## config.mk

```make
export PLATFORM = sky130hd
export DESIGN_NAME = dehaze_stream_tx
export DESIGN_NICKNAME = d
export VERILOG_FILES = /design/src/rtl/dehaze_stream_tx.sv
export SDC_FILE = /design/constraint.sdc
export NUM_CORES = 1
export LEC_CHECK = 0
export BUFFER_PORTS_ARGS = -buffer_cell sky130_fd_sc_hd__buf_4
export CAP_MARGIN = 40
export CELL_PAD_IN_SITES_DETAIL_PLACEMENT = 1
export CELL_PAD_IN_SITES_GLOBAL_PLACEMENT = 1
export CORE_ASPECT_RATIO = 1.4
export CORE_MARGIN = 10
export CORE_UTILIZATION = 42
export CTS_BUF_LIST = sky130_fd_sc_hd__clkbuf_2 sky130_fd_sc_hd__clkbuf_4 sky130_fd_sc_hd__clkbuf_8
export CTS_CLUSTER_DIAMETER = 40
export CTS_CLUSTER_SIZE = 28
export DETAILED_ROUTE_END_ITERATION = 8
export GPL_ROUTABILITY_DRIVEN = 0
export GPL_TIMING_DRIVEN = 0
export PLACE_DENSITY = 0.93
export SLEW_MARGIN = 40
export SYNTH_ARGS = -nofsm -noshare
export SYNTH_HDL_FRONTEND = slang
export SYNTH_SLANG_ARGS = --single-unit
```

## constraint.sdc

```tcl
create_clock -name clk -period 2.7 [get_ports clk]
set_clock_uncertainty 0.1 [all_clocks]
set_input_delay 0.135 -clock clk [delete_from_list [all_inputs] [get_ports clk]]
set_output_delay 0.135 -clock clk [all_outputs]
set_load 0.03 [all_outputs]
```

## src/rtl/dehaze_stream_tx.sv

```systemverilog
// Frame-timed pixel transmitter: converts a ready/valid pixel source into a free-running
// vsync/href/clken/pixel stream with zero-fill on source underflow.
module dehaze_stream_tx #(
    parameter int H_ACTIVE = 640,
    parameter int H_BLANK  = 160,
    parameter int V_ACTIVE = 480,
    parameter int V_BLANK  = 45
) (
    input  logic        clk,
    input  logic        rst_n,
    input  logic        run,
    input  logic        s_valid,
    input  logic        s_sof,
    input  logic [23:0] s_data,
    output logic        s_ready,
    output logic        post_frame_vsync,
    output logic        post_frame_href,
    output logic        post_frame_clken,
    output logic [23:0] post_img,
    output logic        frame_done,
    output logic [15:0] underflow_cnt,
    output logic        sof_err,
    input  logic        clr_stat
);

    localparam int DATA_W  = 24;
    localparam int H_TOTAL = H_ACTIVE + H_BLANK;
    localparam int V_TOTAL = V_ACTIVE + V_BLANK;
    localparam int HCNT_W  = $clog2(H_TOTAL);
    localparam int VCNT_W  = $clog2(V_TOTAL);

    localparam logic [HCNT_W-1:0] H_ACT_C  = HCNT_W'(H_ACTIVE);
    localparam logic [HCNT_W-1:0] H_LAST_C = HCNT_W'(H_TOTAL - 1);
    localparam logic [HCNT_W-1:0] H_ONE    = HCNT_W'(1);
    localparam logic [VCNT_W-1:0] V_ACT_C  = VCNT_W'(V_ACTIVE);
    localparam logic [VCNT_W-1:0] V_LAST_C = VCNT_W'(V_TOTAL - 1);
    localparam logic [VCNT_W-1:0] V_ONE    = VCNT_W'(1);

    typedef enum logic {
        S_IDLE  = 1'b0,
        S_FRAME = 1'b1
    } state_t;

    function automatic logic [15:0] sat_inc(input logic [15:0] v);
        return (v == 16'hFFFF) ? v : v + 16'd1;
    endfunction

    state_t              r_state;
    state_t              w_state_nx;
    logic [HCNT_W-1:0]   r_hcnt_p0;
    logic [HCNT_W-1:0]   w_hcnt_nx;
    logic [VCNT_W-1:0]   r_vcnt_p0;
    logic [VCNT_W-1:0]   w_vcnt_nx;

    logic                r_vsync_p1;
    logic                r_vld_p1;
    logic [DATA_W-1:0]   r_img_p1;
    logic                r_done_p1;
    logic [15:0]         r_underflow_cnt;
    logic                r_sof_err;

    logic                w_in_frame;
    logic                w_h_last;
    logic                w_v_last;
    logic                w_frame_end;
    logic                w_vact;
    logic                w_active;
    logic                w_xfer;
    logic                w_under;
    logic                w_first;
    logic                w_sof_bad;

    assign w_in_frame  = (r_state == S_FRAME);
    assign w_h_last    = (r_hcnt_p0 == H_LAST_C);
    assign w_v_last    = (r_vcnt_p0 == V_LAST_C);
    assign w_frame_end = w_in_frame & w_h_last & w_v_last;
    assign w_vact      = w_in_frame & (r_vcnt_p0 < V_ACT_C);
    assign w_active    = w_vact & (r_hcnt_p0 < H_ACT_C);
    assign w_xfer      = w_active & s_valid;
    assign w_under     = w_active & ~s_valid;
    assign w_first     = (r_hcnt_p0 == '0) && (r_vcnt_p0 == '0);
    // The first pixel of a frame must carry s_sof, and no other pixel may.
    assign w_sof_bad   = w_xfer & (w_first ? ~s_sof : s_sof);

    always_ff @(posedge clk or negedge rst_n) begin
        if (!rst_n) begin
            r_state   <= S_IDLE;
            r_hcnt_p0 <= '0;
            r_vcnt_p0 <= '0;
        end else begin
            r_state   <= w_state_nx;
            r_hcnt_p0 <= w_hcnt_nx;
            r_vcnt_p0 <= w_vcnt_nx;
        end
    end

    always_comb begin
        w_state_nx = r_state;
        w_hcnt_nx  = r_hcnt_p0;
        w_vcnt_nx  = r_vcnt_p0;
        case (r_state)
            S_IDLE: begin
                w_hcnt_nx = '0;
                w_vcnt_nx = '0;
                if (run) w_state_nx = S_FRAME;
            end
            S_FRAME: begin
                // run is only consulted at frame end, so frames are never truncated.
                if (w_h_last) begin
                    w_hcnt_nx = '0;
                    if (w_v_last) begin
                        w_vcnt_nx  = '0;
                        w_state_nx = run ? S_FRAME : S_IDLE;
                    end else begin
                        w_vcnt_nx = r_vcnt_p0 + V_ONE;
                    end
                end else begin
                    w_hcnt_nx = r_hcnt_p0 + H_ONE;
                end
            end
            default: w_state_nx = S_IDLE;
        endcase
    end

    // Stage p1: stream outputs registered one cycle after the counter state.
    always_ff @(posedge clk or negedge rst_n) begin
        if (!rst_n) begin
            r_vsync_p1 <= 1'b0;
            r_vld_p1   <= 1'b0;
            r_img_p1   <= '0;
            r_done_p1  <= 1'b0;
        end else begin
            r_vsync_p1 <= w_vact;
            r_vld_p1   <= w_active;
            r_img_p1   <= w_xfer ? s_data : '0;
            r_done_p1  <= w_frame_end;
        end
    end

    always_ff @(posedge clk or negedge rst_n) begin
        if (!rst_n) begin
            r_underflow_cnt <= '0;
            r_sof_err       <= 1'b0;
        end else if (clr_stat) begin
            r_underflow_cnt <= '0;
            r_sof_err       <= 1'b0;
        end else begin
            if (w_under)   r_underflow_cnt <= sat_inc(r_underflow_cnt);
            if (w_sof_bad) r_sof_err       <= 1'b1;
        end
    end

    assign s_ready          = w_active;
    assign post_frame_vsync = r_vsync_p1;
    assign post_frame_href  = r_vld_p1;
    assign post_frame_clken = r_vld_p1;
    assign post_img         = r_img_p1;
    assign frame_done       = r_done_p1;
    assign underflow_cnt    = r_underflow_cnt;
    assign sof_err          = r_sof_err;

endmodule

```

# After elaboration in Yosys (flattened, before gate mapping)

Cells that the tools add are included.

Bits in registers: 65

Magnitude comparators: 2
$add $sub $neg: 3
Bitwise gates (word level): 10
Equal/unequal tests: 5
Multiplexer cells: 16
Reductions and logical operators: 6

Operator list:

| operator              | count |
|---|---|
| $mux 16               | 3 |
| $pmux 10 s2           | 2 |
| $mux 10               | 3 |
| $mux 24               | 1 |
| $add 10x1->10 const B | 2 |
| $eq 10x10->1 const B  | 2 |
| $logic_not 10->1      | 2 |
| $add 16x1->16 const B | 1 |
| $eq 16x16->1 const B  | 1 |
| $lt 10x10->1 const B  | 1 |
| $lt 10x9->1 const B   | 1 |
| $and 1x1->1           | 7 |
| $mux 1                | 6 |
| $reduce_bool 2->1     | 2 |
| $not 1->1             | 3 |
| $ne 2x1->1 const B    | 1 |
| $ne 2x2->1 const B    | 1 |
| $pmux 1 s2            | 1 |
| $reduce_and 2->1      | 1 |
| $logic_and 1x1->1     | 1 |

# Longest topological paths before layout

Word-level depth: 7
Depth in mapped cells: 7
Depth with buffers taken out: 6

# Worst setup path before layout

No wires, ideal clock.

Path type: reg-to-reg
Start point: reg r_underflow_cnt[4] (netlist: underflow_cnt[4])
End point: reg r_underflow_cnt[1] (netlist: underflow_cnt[1])
Cell stages (with the launch flop): 8
Buffers on the path: 3
Arrival: 1.978 ns
Slack: 0.545 ns
Setup time: 0.078 ns
Path through: dfrtp_1 > and4_1 > buf_2 > nor4b_1 > buf_2 > buf_4 > o21ai_0 > a21oi_1

Longest elaborated chain between the ends: 3

Ends and longest elaborated chain:

| what                       | RTL line | text |
|---|---|---|
| from (decl)                | 59       | `logic [15:0] r_underflow_cnt;` |
| from (signal assigned)     | 148      | `if (w_under) r_underflow_cnt <= sat_inc(r_underflow_cnt);` |
| $eq 16x16->1               | 45       | `return (v == 16'hFFFF) ? v : v + 16'd1;` |
| $ne 2x2->1 (no line)       | --       |  |
| $reduce_and 2->1 (no line) | --       |  |

No other way between the ends.
A chain may end at the register's enable or synchronous reset.

# Final worst setup path

Start point: reg r_vcnt_p0[4]
End point: reg r_state

Longest elaborated chain between the ends: 4

Ends and longest elaborated chain:

| what                   | RTL line | text |
|---|---|---|
| from (decl)            | 52       | `logic [VCNT_W-1:0] r_vcnt_p0;` |
| from (signal assigned) | 93       | `r_vcnt_p0 <= w_vcnt_nx;` |
| $eq 10x10->1           | 75       | `assign w_v_last = (r_vcnt_p0 == V_LAST_C);` |
| $mux 1                 | 111      | `if (w_v_last) begin` |
| $mux 1                 | 109      | `if (w_h_last) begin` |
| $pmux 1 s2             | 101      | `case (r_state)` |
| named net w_state_nx   | 49       | `state_t w_state_nx;` |
| to (signal assigned)   | 91       | `r_state <= w_state_nx;` |
| to (decl)              | 48       | `state_t r_state;` |

The timed path passes the listed nets, and every way through them passes these cells.

==> flow_metrics.py <==
metrics = {
    "clocking": {
        "clock_latency_ns": 0.36,
        "postCtsResizedCells": 0,
        "cts_buffers": 9,
        "cts_setup_buffers": 0,
        "cts_tree": "done",
        "clock_sinks": 65,
        "cts_buffer_depth": 2,
        "cts-root-buf": "clkbuf_8",
        "clk_pin_slew_ns": 0.08,
        "htreeDepth": 3,
    },
    "setup_path": {
        "max_stage_delay_ns": 0.56,
        "path_delay_family": "simple AND/OR/NAND/NOR gates",
        "path_class": "register to register",
        "cp_num_buf_inv": 3,
        "critPathArrivalTime_ns": 2.65,
        "cp.required_ns": 2.84,
        "path_max_fanout": 10,
        "worstPathCellList": "clkbuf_1 -> nor4_1 -> and3_1 -> buf_1 -> inv_1 -> a211o_1",
        "cp_slowest_cell": "nor4_1",
        "end_kind": "register",
        "critPathLaunchType": "register",
    },
    "logic_synthesis": {
        "synth-edff-count": 0,
        "synth.mux.area_fraction": 0,
        "synthTopCellsByArea": "dfrtp_1, and2_1, o31ai_1",
        "netlist.area_leader.share": 0.535,
        "synth_cells": 290,
        "synth_top_family_by_area": "simple AND/OR/NAND/NOR gates",
        "seq_area_frac_synth": 0.535,
        "synthSimpleGateAreaFrac": 0.263,
        "postSynth.asyncResetShare": 1.00,
        "synthDistinctLibCells": 44,
        "synth_top_cell_by_area": "dfrtp_1",
        "synth_compound_area_frac": 0.121,
        "ys_seq_elements": 65,
        "synth_nets": 325,
        "syn_avg_cell_area_um2": 10.5,
        "synth_fa_ha_area_frac": 0.0206,
        "yosysMostFrequentCell": "dfrtp_1",
        "yosys_warnings": 0,
        "ys.flop_type": "dfrtp_1",
        "synthTopCellsByCount": "dfrtp_1, and2_1, nand2_1, a21oi_1, o31ai_1",
        "netlist_area_um2": 3040,
        "synthXorXnorAreaFrac": 0.0202,
    },
    "run": {
        "max-cap-violations": 0,
    },
    "layout": {
        "stdcell_count": 503,
        "drive_gt1_frac": 0.256,
        "area.growth.synth_to_final_pct": 38.2,
        "num-fill-cells": 808,
        "fin_nets": 436,
        "postLayoutCoreUtil": 0.598,
    },
    "floorplan": {
        "dieArea_um2": 11100,
        "design.portCount": 76,
        "std_cell_rows": 36,
        "core_um2": 7030,
        "fp.dieH_um": 121,
        "start_util": 0.433,
        "die_w_um": 91.9,
    },
    "power": {
        "power_density_nw_per_um2": 563,
        "p_leak_nw": 1.91,
        "irDropWorstVdd_v": 0.000343,
        "finalPower_mw": 2.36,
    },
    "route": {
        "dr.first_iter.drc_count": 130,
        "vias_per_cell": 5.81,
        "routedWlPerCell_um": 23.3,
        "finalWirelength_mm": 11.7,
        "dr.pass1.iters": 4,
        "antenna_left": 0,
        "vias": 2920,
        "drc": 0,
    },
    "run_status": {
        "status": "finished clean",
    },
    "sta": {
        "max_freq_ghz": 0.398,
        "tightest_slew_ns": 0.610,
        "slew_headroom": 0.589,
        "grt_setup_unrepaired": "no",
        "setup_violations": 0,
        "finalCritPeriodShare": 0.930,
        "drv_slew": 0,
        "min_period_ns": 2.51,
        "tns_ns": 0,
        "hold_viol": 0,
    },
    "global_route": {
        "grt_first_pass_wirelength_mm": 18.9,
        "grt_usage": 0.217,
        "gr-total-overflow": 0,
        "antenna_found_initial": 1,
        "grt_pass1_vias": 3250,
        "grt_max_degree": 66,
    },
    "placement": {
        "dp.cells": 459,
        "dpl.hpwl_mm": 6.98,
        "portBuffers": 74,
    },
    "worst_hold_path": {
        "hp-class": "input pin to register",
    },
}
-- power breakdown --
| group | total [mW] | switching (mW) | internal, mW |
|---|---|---|---|
| Combinational | 0.384 | 0.216 | 0.168 |
| Sequential | 1.12 | 0.0760 | 1.04 |
| Clock | 0.861 | 0.435 | 0.426 |
| Total | 2.36 | 0.727 | 1.64 |
-- cell type report --
cell class              count  area, µm²  area share
inverters                   8       30.0     0.00715
multi-input cells         198       1310       0.313
diodes                      2       5.00     0.00119
well taps                  95        119      0.0283
repair buffers            100        820       0.195
clock buffers               9        124      0.0295
clock inverters             7       71.3      0.0170
flip-flops and latches     65       1630       0.387
plain buffers              19       91.3      0.0218
-- cells in the final DEF, fill, tap and decap left out, types with 3 or more instances in the layout --
cell            n
a21o_1          3
a21oi_1        15
and2_1         26
and3_1          7
and4_1          5
buf_2           3
buf_4          75
clkbuf_1       10
clkbuf_8        9
clkinv_2        3
clkinv_4        3
dfrtp_1        65
dlygate4sd3_1  26
ha_1            5
inv_1           8
nand2_1        16
nand3_1        11
nand4_1        11
nor2_1         12
nor3_1          6
nor3b_1         5
nor4_1          3
o211ai_1        3
o21ai_0         5
o22a_1          3
o31ai_1        15
or3_1           4
or4_1          14
xnor2_1         3
xor2_1          4
-- worst reg2reg max path, cell delays in order, from the launching register on --
cell and delay (ns):
dfrtp_1 0.36, clkbuf_1 0.18, nor4_1 0.56, and3_1 0.37, buf_1 0.39, inv_1 0.12, a211o_1 0.31
-- registers in the layout, indices dropped and copies added (netlist names) --
| name | count |
|---|---|
| frame_done | 1 |
| post_frame_clken | 1 |
| post_frame_vsync | 1 |
| post_img | 24 |
| r_hcnt_p0 | 10 |
| r_state | 1 |
| r_vcnt_p0 | 10 |
| sof_err | 1 |
| underflow_cnt | 16 |
-- cells by family after synthesis --
logic type / Yosys count
fa+ha+maj: 5
flops: 65
compound gates: 54
buf+inv: 27
xor+xnor: 7
simple gates: 132
-- worst paths after layout --
path                       cells past startpoint          from  slack, ns      endpoint
setup / recovery                               6  r_vcnt_p0[4]       0.19       r_state
hold / removal                                 3         s_sof       0.04       sof_err
setup reg to reg                               6  r_vcnt_p0[4]       0.19       r_state
hold reg to reg                                1  r_hcnt_p0[0]       0.43  r_hcnt_p0[0]
max in group asynchronous                      2         rst_n       1.83    frame_done
min in group asynchronous                      2         rst_n       0.25   post_img[0]
-- repair_timing --
item	CTS	global route
hold buffers	26	0
endpoints found under the setup margin	0	0
hold endpoints to repair	90	0
-- per-layer routing --
| layer | routed length [µm] | up-vias | track usage |
|---|---|---|---|
| met5 | 0 | - | 0.00926 |
| met4 | 425 | 0 | 0.111 |
| met3 | 505 | 33 | 0.0415 |
| met2 | 6660 | 98 | 0.416 |
| met1 | 4130 | 1503 | 0.212 |
| li1 | - | 1286 | - |
-- stage by stage --
step | area [µm²] | hold WS [ns] | setup slack (ns)
detailed placement | 3730 | 0.186 | 0.314
floorplan | 3040 | -0.261 | 0.545
CTS | 4180 | 0.00563 | 0.226
finish | 4200 | 0.0442 | 0.188
global placement | 3710 | 0.185 | 0.210
global route | 4200 | 0.0559 | 0.0677
No activity file was read; power rests on OpenSTA's default activity.
